## config.mk

```make
export PLATFORM = sky130hd
export DESIGN_NAME = resv_issue_ctrl
export DESIGN_NICKNAME = d
export VERILOG_FILES = /design/src/rtl/resv_pkg.sv /design/src/rtl/resv_prio_enc.sv /design/src/rtl/resv_issue_ctrl.sv
export SDC_FILE = /design/constraint.sdc
export NUM_CORES = 1
export LEC_CHECK = 0
export ABC_AREA = 1
export CAP_MARGIN = 10
export CORE_AREA = 2 2 202 204
export DETAILED_ROUTE_END_ITERATION = 10
export DIE_AREA = 0 0 204 206
export PLACE_DENSITY = 0.61
export SYNTH_ARGS = -nofsm -noshare
export SYNTH_HDL_FRONTEND = slang
export SYNTH_SLANG_ARGS = --single-unit
```

## constraint.sdc

```tcl
create_clock -name clk -period 3.1 [get_ports clk]
set_input_delay 0.62 -clock clk [delete_from_list [all_inputs] [get_ports clk]]
set_output_delay 0.62 -clock clk [all_outputs]
set_load 0.01 [all_outputs]
```

## src/rtl/resv_pkg.sv

```systemverilog
// resv_pkg: shared reservation-station constants and the payload field layout.
package resv_pkg;
    localparam int W_ident = 4;
    localparam int N_cell = 8;
    localparam logic [W_ident-1:0] unused_cd = '1;
    localparam int W_uops = 16;
    localparam int W_data = 32;
    localparam logic [W_uops-1:0] unused_op = '1;
    localparam int off_pc = 0;
    localparam int off_imm = off_pc + W_data;
    localparam int off_rt = off_imm + W_data;
    localparam int off_rs = off_rt + W_data;
    localparam int off_uops = off_rs + W_data;
    localparam int W_pay = off_uops + W_uops;

    function automatic logic [W_pay-1:0] pack_payload(input logic [W_uops-1:0] uops,
                                                      input logic [W_data-1:0] rs, rt, imm, pc);
        logic [W_pay-1:0] p;
        p = '0;
        p[off_uops +: W_uops] = uops;
        p[off_rs +: W_data] = rs;
        p[off_rt +: W_data] = rt;
        p[off_imm +: W_data] = imm;
        p[off_pc +: W_data] = pc;
        return p;
    endfunction
endpackage

```

## src/rtl/resv_prio_enc.sv

```systemverilog
// resv_prio_enc: lowest occupied cell whose code is not unused; lowest index is the oldest entry.
module resv_prio_enc #(
    parameter int W_ident = resv_pkg::W_ident,
    parameter int N_cell = resv_pkg::N_cell
) (
    input  logic [N_cell*W_ident-1:0] codes,
    input  logic [W_ident-1:0]        count,
    output logic [W_ident-1:0]        idx,
    output logic                      found
);
    always_comb begin
        idx = '1;
        found = 1'b0;
        for (int i = N_cell - 1; i >= 0; i--) begin
            if (W_ident'(i) < count && codes[i*W_ident +: W_ident] != '1) begin
                idx = W_ident'(i);
                found = 1'b1;
            end
        end
    end
endmodule

```

## src/rtl/resv_issue_ctrl.sv

```systemverilog
// resv_issue_ctrl: occupancy, insert and two-pipe issue control for one reservation station.
module resv_issue_ctrl #(
    parameter int W_ident = resv_pkg::W_ident,
    parameter int N_cell = resv_pkg::N_cell,
    parameter int W_pay = resv_pkg::W_pay
) (
    input  logic                      clk,
    input  logic                      clear_n,
    input  logic                      flush,
    input  logic [N_cell*W_ident-1:0] candit0_all,
    input  logic [N_cell*W_ident-1:0] candit1_all,
    input  logic                      ins_valid,
    output logic                      ins_ready,
    output logic [W_ident-1:0]        addr_insert,
    output logic [W_ident-1:0]        addr_shift,
    output logic                      cell_clear,
    output logic [W_ident-1:0]        sel_idx,
    input  logic [W_pay-1:0]          sel_payload,
    output logic                      iss0_valid,
    input  logic                      iss0_ready,
    output logic [W_pay-1:0]          iss0_payload,
    output logic                      iss1_valid,
    input  logic                      iss1_ready,
    output logic [W_pay-1:0]          iss1_payload,
    output logic [W_ident-1:0]        count,
    output logic                      full
);
    localparam logic [W_ident-1:0] unused_cd = '1;

    logic [W_ident-1:0] idx0, idx1;
    logic found0, found1, go0, go1, pick1, issue, ins_acc, rr;

    resv_prio_enc #(.W_ident(W_ident), .N_cell(N_cell)) u_enc0 (
        .codes(candit0_all), .count(count), .idx(idx0), .found(found0)
    );
    resv_prio_enc #(.W_ident(W_ident), .N_cell(N_cell)) u_enc1 (
        .codes(candit1_all), .count(count), .idx(idx1), .found(found1)
    );

    assign full = count == W_ident'(N_cell);
    assign go0 = found0 && (!iss0_valid || iss0_ready) && !flush;
    assign go1 = found1 && (!iss1_valid || iss1_ready) && !flush;
    assign pick1 = go1 && (!go0 || rr);
    assign issue = go0 || go1;
    assign sel_idx = issue ? (pick1 ? idx1 : idx0) : unused_cd;
    assign addr_shift = sel_idx;
    assign ins_ready = !flush && !cell_clear && (!full || issue);
    assign ins_acc = ins_valid && ins_ready;
    // while issuing, the tail shifts down one slot, so the new entry lands one below count
    assign addr_insert = ins_acc ? count - W_ident'(issue) : unused_cd;

    always_ff @(posedge clk or negedge clear_n) begin
        if (!clear_n) begin
            count <= '0;
            rr <= 1'b0;
            iss0_valid <= 1'b0;
            iss1_valid <= 1'b0;
            iss0_payload <= '0;
            iss1_payload <= '0;
            cell_clear <= 1'b1;
        end else begin
            cell_clear <= flush;
            if (flush) begin
                count <= '0;
                iss0_valid <= 1'b0;
                iss1_valid <= 1'b0;
            end else begin
                count <= count + W_ident'(ins_acc) - W_ident'(issue);
                rr <= (go0 && go1) ? !rr : rr;
                iss0_valid <= (issue && !pick1) || (iss0_valid && !iss0_ready);
                iss1_valid <= pick1 || (iss1_valid && !iss1_ready);
                if (issue && !pick1)
                    iss0_payload <= sel_payload;
                if (pick1)
                    iss1_payload <= sel_payload;
            end
        end
    end
endmodule

```

==> impl_metrics.tcl, run 1 <==
set metrics [dict create \
    outcome "complete, but fails checks" \
    failed_checks "negative setup slack" \
    fin_crit_sh 1.05 \
    syn-num-nets 1645 \
    cts_max_level 2 \
    worstPathCellList "inv_2 -> ha_4 -> buf_6 -> inv_8 -> nand2_2 -> nor2_2 -> nor2_2 -> nand3_4 -> nand2_4 -> nand2_4 -> ha_4 -> ha_4 -> xnor2_2 -> nand4_1 -> buf_2" \
    viasPerCell 4.77 \
    antenna_left 0 \
    vdd_ir_drop_max_uv 470 \
    clkTransAtPathRegs_ns 0.06 \
    cp_data_arrival_time_ns 2.63 \
    grt_antenna_before_repair 4 \
    area_growth_pct 57.7 \
    synthTopCellsByCount "nand2_1 (637), nand3_1 (296), dfrtp_1 (295)" \
    vias 11954 \
    yosysWarnings 0 \
    die_w_um 204 \
    rr_worst_depth 15 \
    slowest_stage "dfrtp_1" \
    startpoint_type "flip-flop" \
    fin_nets 2172 \
    overflow 0 \
    synth_seq_cells 296 \
    synthMostInstantiatedCell "nand2_1" \
    layout.cells.non_filler 2504 \
    switching_share 0.361 \
    design_area_mm2 0.0198 \
    grt_use_total 0.212 \
    cts_tree "built" \
    synth_top_area_frac 0.588 \
    worstPathMaxFanout 5 \
    syn_inst 1420 \
    async_reset_ff_frac 1.00 \
    ios 523 \
    fp-row-count 74 \
    clock_sinks 296 \
    fin_skew_ns 0.0286 \
    finalSetupViolCount 9 \
    syn_area_mm2 0.0125 \
    regToRegStartpoint "count[3]" \
    critPathBufInv 4 \
    fmax_mhz 307 \
    leakage_nw 9.53 \
    cpLargestDelayFamily "simple AND/OR/NAND/NOR gates" \
    port_buffers 522 \
    ys.flop_type "dfrtp_1" \
    min_period_ns 3.25 \
    cts_buffers 35 \
    rrSetupSlack_ns 0.10 \
    drtPass1Iterations 5 \
    maxCapViolCount 0 \
    postSynthAreaPerCell_um2 8.84 \
    cts_root_buf "clkbuf_16" \
    rsz0062_at_grt "yes" \
    hp-class "input pin to async pin" \
    place_congestion 0.859 \
    clockPowerShare 0.217 \
    yosys-top-cells-area "dfrtp_1 (59%), nand2_1 (19%), nand3_1 (12%)" \
    hold_violations 0 \
    drc 0 \
    avgRoutedWirePerCell_um 18.5 \
    cp.required_ns 2.48 \
    clock_latency_ns 0.54 \
    drive_gt1_frac 0.102 \
    worstSetupPathType "flip-flop to primary output" \
    clockBufferDepth 3 \
    drtIter0Drc 705 \
    ys_seq_area_frac 0.591 \
    slew_violations 0 \
    grt_pass1_vias 11823 \
    place_inst 2421 \
    relSlewSlack 0.363 \
    design.core.area_mm2 0.0402 \
    die_area_mm2 0.0420 \
    power.net_switching_w 0.00656 \
    synthDistinctLibCells 30 \
    cpPeakStageDelay_ns 0.40 \
    start_util 0.312 \
    synth_top_area_cell "dfrtp_1" \
    hold_slack_ns 0.0121 \
    grt_pass1_wl_um 68800 \
    power_density_mw_per_mm2 919 \
    tns_ns -0.966 \
    p_int_w 0.0116 \
    worstMarginPinSlew_ns 0.956 \
    crit_path_end_kind "primary output" \
    grt_start_max_net_pins 135 \
    synth-edff-count 0 \
    post_dp_cell_area_mm2 0.0182 \
    total_power_w 0.0182 \
    drt-total-wl_um 46400 \
    final.setup.worst_slack_ns -0.153 \
    hpwl_um 31300 \
    seqPwrFrac 0.335 \
    comb_power_share 0.448 \
    crit_path_frequent_cell "ha_4" \
    crit-reg2reg-capture "iss1_payload[85]" \
    die_h_um 206 \
]
-- logic make-up after synthesis --
group | after synthesis | synth area share
AND/OR/NAND/NOR | 974 | 0.326
flip-flops | 296 | 0.591
buffers and inverters | 119 | 0.0616
AO/OA/AOI/OAI | 18 | 0.00918
adder cells (fa/ha/maj) | 11 | 0.0116
XOR/XNOR | 2 | 0.00140
-- worst max-delay path by stage --
stage | from | endpoint | slack (ns) | cells past startpoint
6_report | count[2] | addr_insert[2] | -0.15 | 15
5_1_grt | count[2] | addr_insert[2] | -0.30 | 16
4_1_cts | count[3] | addr_insert[2] | -0.19 | 16
3_5_place_dp | candit0_all[6] | addr_insert[2] | -0.64 | 13
3_3_place_gp | candit0_all[6] | addr_insert[2] | -0.63 | 13
2_1_floorplan | count[2] | addr_insert[2] | 0.15 | 14
-- final cells by class --
class | instances | area (um2)
Fill cell | 3812 | 20400
Sequential cell | 296 | 7410
Timing Repair Buffer | 590 | 5830
Multi-Input combinational cell | 1005 | 4710
Clock buffer | 47 | 982
Tap cell | 532 | 666
Clock inverter | 13 | 105
Inverter | 19 | 81.3
Antenna cell | 2 | 5.00
-- power by group through the flow --
stage / Clock (W) / Sequential (W) / Combinational (W)
2_1_floorplan: 0 / 0.00678 / 0.00251
3_3_place_gp: 0 / 0.00609 / 0.00758
3_5_place_dp: 0 / 0.00614 / 0.00765
4_1_cts: 0.00405 / 0.00611 / 0.00801
5_1_grt: 0.00423 / 0.00628 / 0.00878
6_report: 0.00394 / 0.00610 / 0.00815
-- flip-flops by register name (all words and copies together) (netlist names) --
signal,cells
cell_clear,1
iss1_valid,1
count,4
rr,1
iss0_valid,1
iss0_payload,144
iss1_payload,144
-- placed cells by master, fill, tap and decap left out, types with 2 or more instances in the layout --
cell type / instances
buf_4: 56
nand3_4: 5
nand4_1: 13
dfrtp_1: 295
ha_4: 5
inv_1: 12
ha_1: 4
nand2_1: 613
diode_2: 2
o21ai_1: 2
nor2_4: 4
clkbuf_1: 7
clkbuf_16: 36
clkdlybuf4s50_1: 508
buf_12: 7
nand3_2: 2
clkinv_2: 10
clkbuf_8: 4
buf_2: 6
nand3_1: 291
inv_2: 5
a21oi_1: 3
nand2_2: 13
buf_6: 12
o21ai_0: 5
nor2_2: 5
nor2_1: 13
nand2_4: 12
o21ai_2: 2
-- timing repair --
action | CTS | global route
setup buffers | 17 | 8
hold buffers | 0 | 0
pin swaps | 20 | 24
gates resized for setup | 120 | 31
setup endpoints to repair | 16 | 101
-- routing by layer --
metal  up-vias  global-route usage  share of wire
li1       5612                   -              -
met2       489               0.342           0.48
met3       116              0.0665          0.086
met5         -                   0              0
met1      5737               0.258           0.39
met4         0               0.104          0.048
-- stage by stage --
| stage | setup slack (ns) | utilization |
|---|---|---|
| 2_1_floorplan | 0.151 | - |
| 5_1_grt | -0.301 | 0.492 |
| 6_report | -0.153 | 0.492 |
| 3_5_place_dp | -0.639 | 0.453 |
| 3_3_place_gp | -0.629 | 0.453 |
| 4_1_cts | -0.187 | 0.489 |
No activity file was read; power rests on OpenSTA's default activity.
==> run 2, diff against run 1 <==
--- a/config.mk
+++ b/config.mk
@@ -5,12 +5,13 @@
 export SDC_FILE = /design/constraint.sdc
 export NUM_CORES = 1
 export LEC_CHECK = 0
-export ABC_AREA = 1
+export ABC_AREA = 0
 export CAP_MARGIN = 10
-export CORE_AREA = 2 2 202 204
+export CORE_AREA = 2 2 204 206
 export DETAILED_ROUTE_END_ITERATION = 10
-export DIE_AREA = 0 0 204 206
-export PLACE_DENSITY = 0.61
+export DIE_AREA = 0 0 206 208
+export PLACE_DENSITY = 0.58
+export REMOVE_ABC_BUFFERS = 1
 export SYNTH_ARGS = -nofsm -noshare
 export SYNTH_HDL_FRONTEND = slang
 export SYNTH_SLANG_ARGS = --single-unit
==> run 2 against run 1 <==
Net effect:
- synthesized cell count decreased by 48%
- power is 2.1% lower
- core utilization down 1.4 points
- the run still ends with negative setup slack left
- clock skew fell by 0.015 ns
- setup slack got worse by 0.27 ns
- sequential power rose by 1%
- hold slack gained 0.087 ns
- synthesized area is 5.5% lower
- non-clock buffer count is 2 lower
- sequential share of layout area rose by 0.76 points
==> impl_metrics.tcl, run 2 <==
set metrics [dict create \
    grt_start_max_net_pins 86 \
    drtPass1Iterations 4 \
    die_area_mm2 0.0428 \
    design.core.area_mm2 0.0406 \
    cts_max_level 2 \
    drive_gt1_frac 0.133 \
    layout_common_cells "clkdlybuf4s50_1 (508), dfrtp_1 (293), mux2_1 (288)" \
    start_util 0.292 \
    synthDistinctLibCells 50 \
    worstMarginPinSlew_ns 0.679 \
    syn_area_mm2 0.0119 \
    synth-edff-count 0 \
    fin_crit_sh 1.14 \
    postSynthAreaPerCell_um2 16.1 \
    ys_seq_area_frac 0.625 \
    grt_pass1_wl_um 55100 \
    syn_inst 736 \
    clock_sinks 296 \
    rsz0062_at_grt "yes" \
    drc 0 \
    cts_tree "built" \
    grt_pass1_vias 9075 \
    min_period_ns 3.52 \
    vdd_ir_drop_max_uv 548 \
    top_usage_layer "met2" \
    drtIter0Drc 181 \
    slew_violations 0 \
    cts_buffers 35 \
    power.net_switching_w 0.00560 \
    failed_checks "negative setup slack" \
    comb_power_share 0.438 \
    crit_path_frequent_cell "ha_4" \
    met1_usage 0.179 \
    place_congestion 0.767 \
    met3_usage 0.0620 \
    worstSetupPathType "flip-flop to primary output" \
    hold_violations 0 \
    reg_top3 "iss0_payload (144), iss1_payload (144), count (4)" \
    relSlewSlack 0.547 \
    clkTransAtPathRegs_ns 0.05 \
    fin_nets 1548 \
    antenna_left 0 \
    cp.required_ns 2.48 \
    fp-row-count 74 \
    area_growth_pct 63.6 \
    worstPathMaxFanout 3 \
    yosysWarnings 0 \
    maxCapViolCount 0 \
    die_h_um 208 \
    seqPwrFrac 0.347 \
    cpPeakStageDelay_ns 0.39 \
    fmax_mhz 284 \
    p_int_w 0.0122 \
    avgRoutedWirePerCell_um 20.0 \
    hpwl_um 27700 \
    synthTopCellsByCount "dfrtp_1 (295), mux2_1 (288), buf_6 (28)" \
    synth_top_area_cell "dfrtp_1" \
    port_buffers 522 \
    ys.flop_type "dfrtp_1" \
    grtUsageMet2 0.298 \
    design_area_mm2 0.0194 \
    grt_use_total 0.169 \
    final.setup.worst_slack_ns -0.425 \
    async_reset_ff_frac 1.00 \
    slowest_stage "dfrtp_1" \
    clockBufferDepth 3 \
    grt_antenna_before_repair 3 \
    place_ws_ns -0.852 \
    cts_root_buf "clkbuf_16" \
    layout_commonest_cell "clkdlybuf4s50_1" \
    viasPerCell 4.45 \
    leakage_nw 7.98 \
    cpLargestDelayFamily "simple AND/OR/NAND/NOR gates" \
    finalSetupViolCount 16 \
    crit_path_end_kind "primary output" \
    overflow 0 \
    startpoint_type "flip-flop" \
    switching_share 0.314 \
    post_dp_cell_area_mm2 0.0178 \
    cp_data_arrival_time_ns 2.90 \
    finish.utilization 0.478 \
    ios 523 \
    yosys-top-cells-area "dfrtp_1 (62%), mux2_1 (27%), buf_6 (2.7%)" \
    clockPowerShare 0.215 \
    outcome "complete, but fails checks" \
    drt-total-wl_um 37500 \
    die_w_um 206 \
    synth_top_area_frac 0.623 \
    worstPathCellList "inv_2 -> ha_4 -> nor3b_4 -> buf_4 -> a2bb2o_4 -> nor2_4 -> a311o_1 -> and2_4 -> inv_4 -> ha_4 -> ha_4 -> xnor2_2 -> nand2_1 -> buf_2" \
    vias 8357 \
    power_density_mw_per_mm2 918 \
    synthMostInstantiatedCell "dfrtp_1" \
    clock_latency_ns 0.52 \
    fin_skew_ns 0.0141 \
    critPathBufInv 4 \
    hp-class "input pin to async pin" \
    rrSetupSlack_ns -0.09 \
    synth_seq_cells 296 \
]
[run 2: final cells by class]
cell class	instances	area [um2]
multi-input combinational	392	4350
clock inverter	5	53.8
fill	3645	21200
sequential	296	7410
inverter	10	42.5
tap	532	666
timing repair buffer	588	5880
antenna	2	5.00
clock buffer	51	986
[run 2: kinds of logic after synthesis]
kind of cell               synth area share
buffers and inverters                0.0356
adders and majority gates            0.0122
and+or+nand+nor                      0.0270
DFF                                   0.625
xor gates and xnor gates            0.00296
muxes                                 0.274
AOI/OAI and AO/OA                    0.0238
[run 2: per-layer routing]
layer,wire length (um),part of all wire,vias up
met5,0,0,-
met4,1360,0.036,0
met3,3630,0.097,71
met2,18900,0.50,340
met1,13600,0.36,4151
li1,-,-,3795
[run 2: stage by stage]
step | total power, W | instances | setup TNS (ns) | hold slack (ns)
6_report | 0.0178 | 1876 | -3.73 | 0.0996
5_1_grt | 0.0188 | 1876 | -5.68 | 0.142
3_5_place_dp | 0.0136 | 1798 | -86.36 | 0.480
3_3_place_gp | 0.0135 | 1798 | -81.59 | 0.473
2_1_floorplan | 0.00893 | 698 | -766.48 | 0.324
4_1_cts | 0.0179 | 1865 | -3.86 | 0.109
[run 2: path summary, 6_finish.rpt]
kind                                   from               end  cells after the start
min reg2reg                iss0_payload[34]  iss0_payload[34]                      1
max                                count[2]    addr_insert[2]                     14
max in group asynchronous           clear_n  iss0_payload[25]                      2
max reg2reg                        count[2]          count[3]                     18
min in group clk           iss0_payload[34]  iss0_payload[34]                      1
min                                 clear_n  iss0_payload[40]                      1
[run 2: repair_timing]
action | CTS | global route
gates cloned | 0 | 1
hold buffers | 0 | 0
resized for setup | 104 | 30
setup endpoints to repair | 141 | 37
pin swaps | 17 | 18
setup buffers | 12 | 10
[run 2: worst reg2reg max path: stages (launching register included)]
cell and delay, ns:
dfrtp_1 0.36, inv_2 0.06, ha_4 0.18, nor3b_4 0.16
buf_4 0.15, a2bb2o_4 0.23, nor2_4 0.05, a311o_1 0.37
buf_4 0.15, a31oi_4 0.18, buf_6 0.13, inv_4 0.03
ha_4 0.25, inv_2 0.04, ha_4 0.16, a21oi_2 0.14
nor2_2 0.05, or3_1 0.30, a21oi_1 0.14
[run 2: power groups by stage]
stage,clock (W),combinational [W],sequential (W)
after global placement,0,0.00736,0.00614
final,0.00382,0.00780,0.00618
after detailed placement,0,0.00738,0.00623
after CTS,0.00397,0.00769,0.00620
after global routing,0.00411,0.00831,0.00638
after floorplan,0,0.00203,0.00690
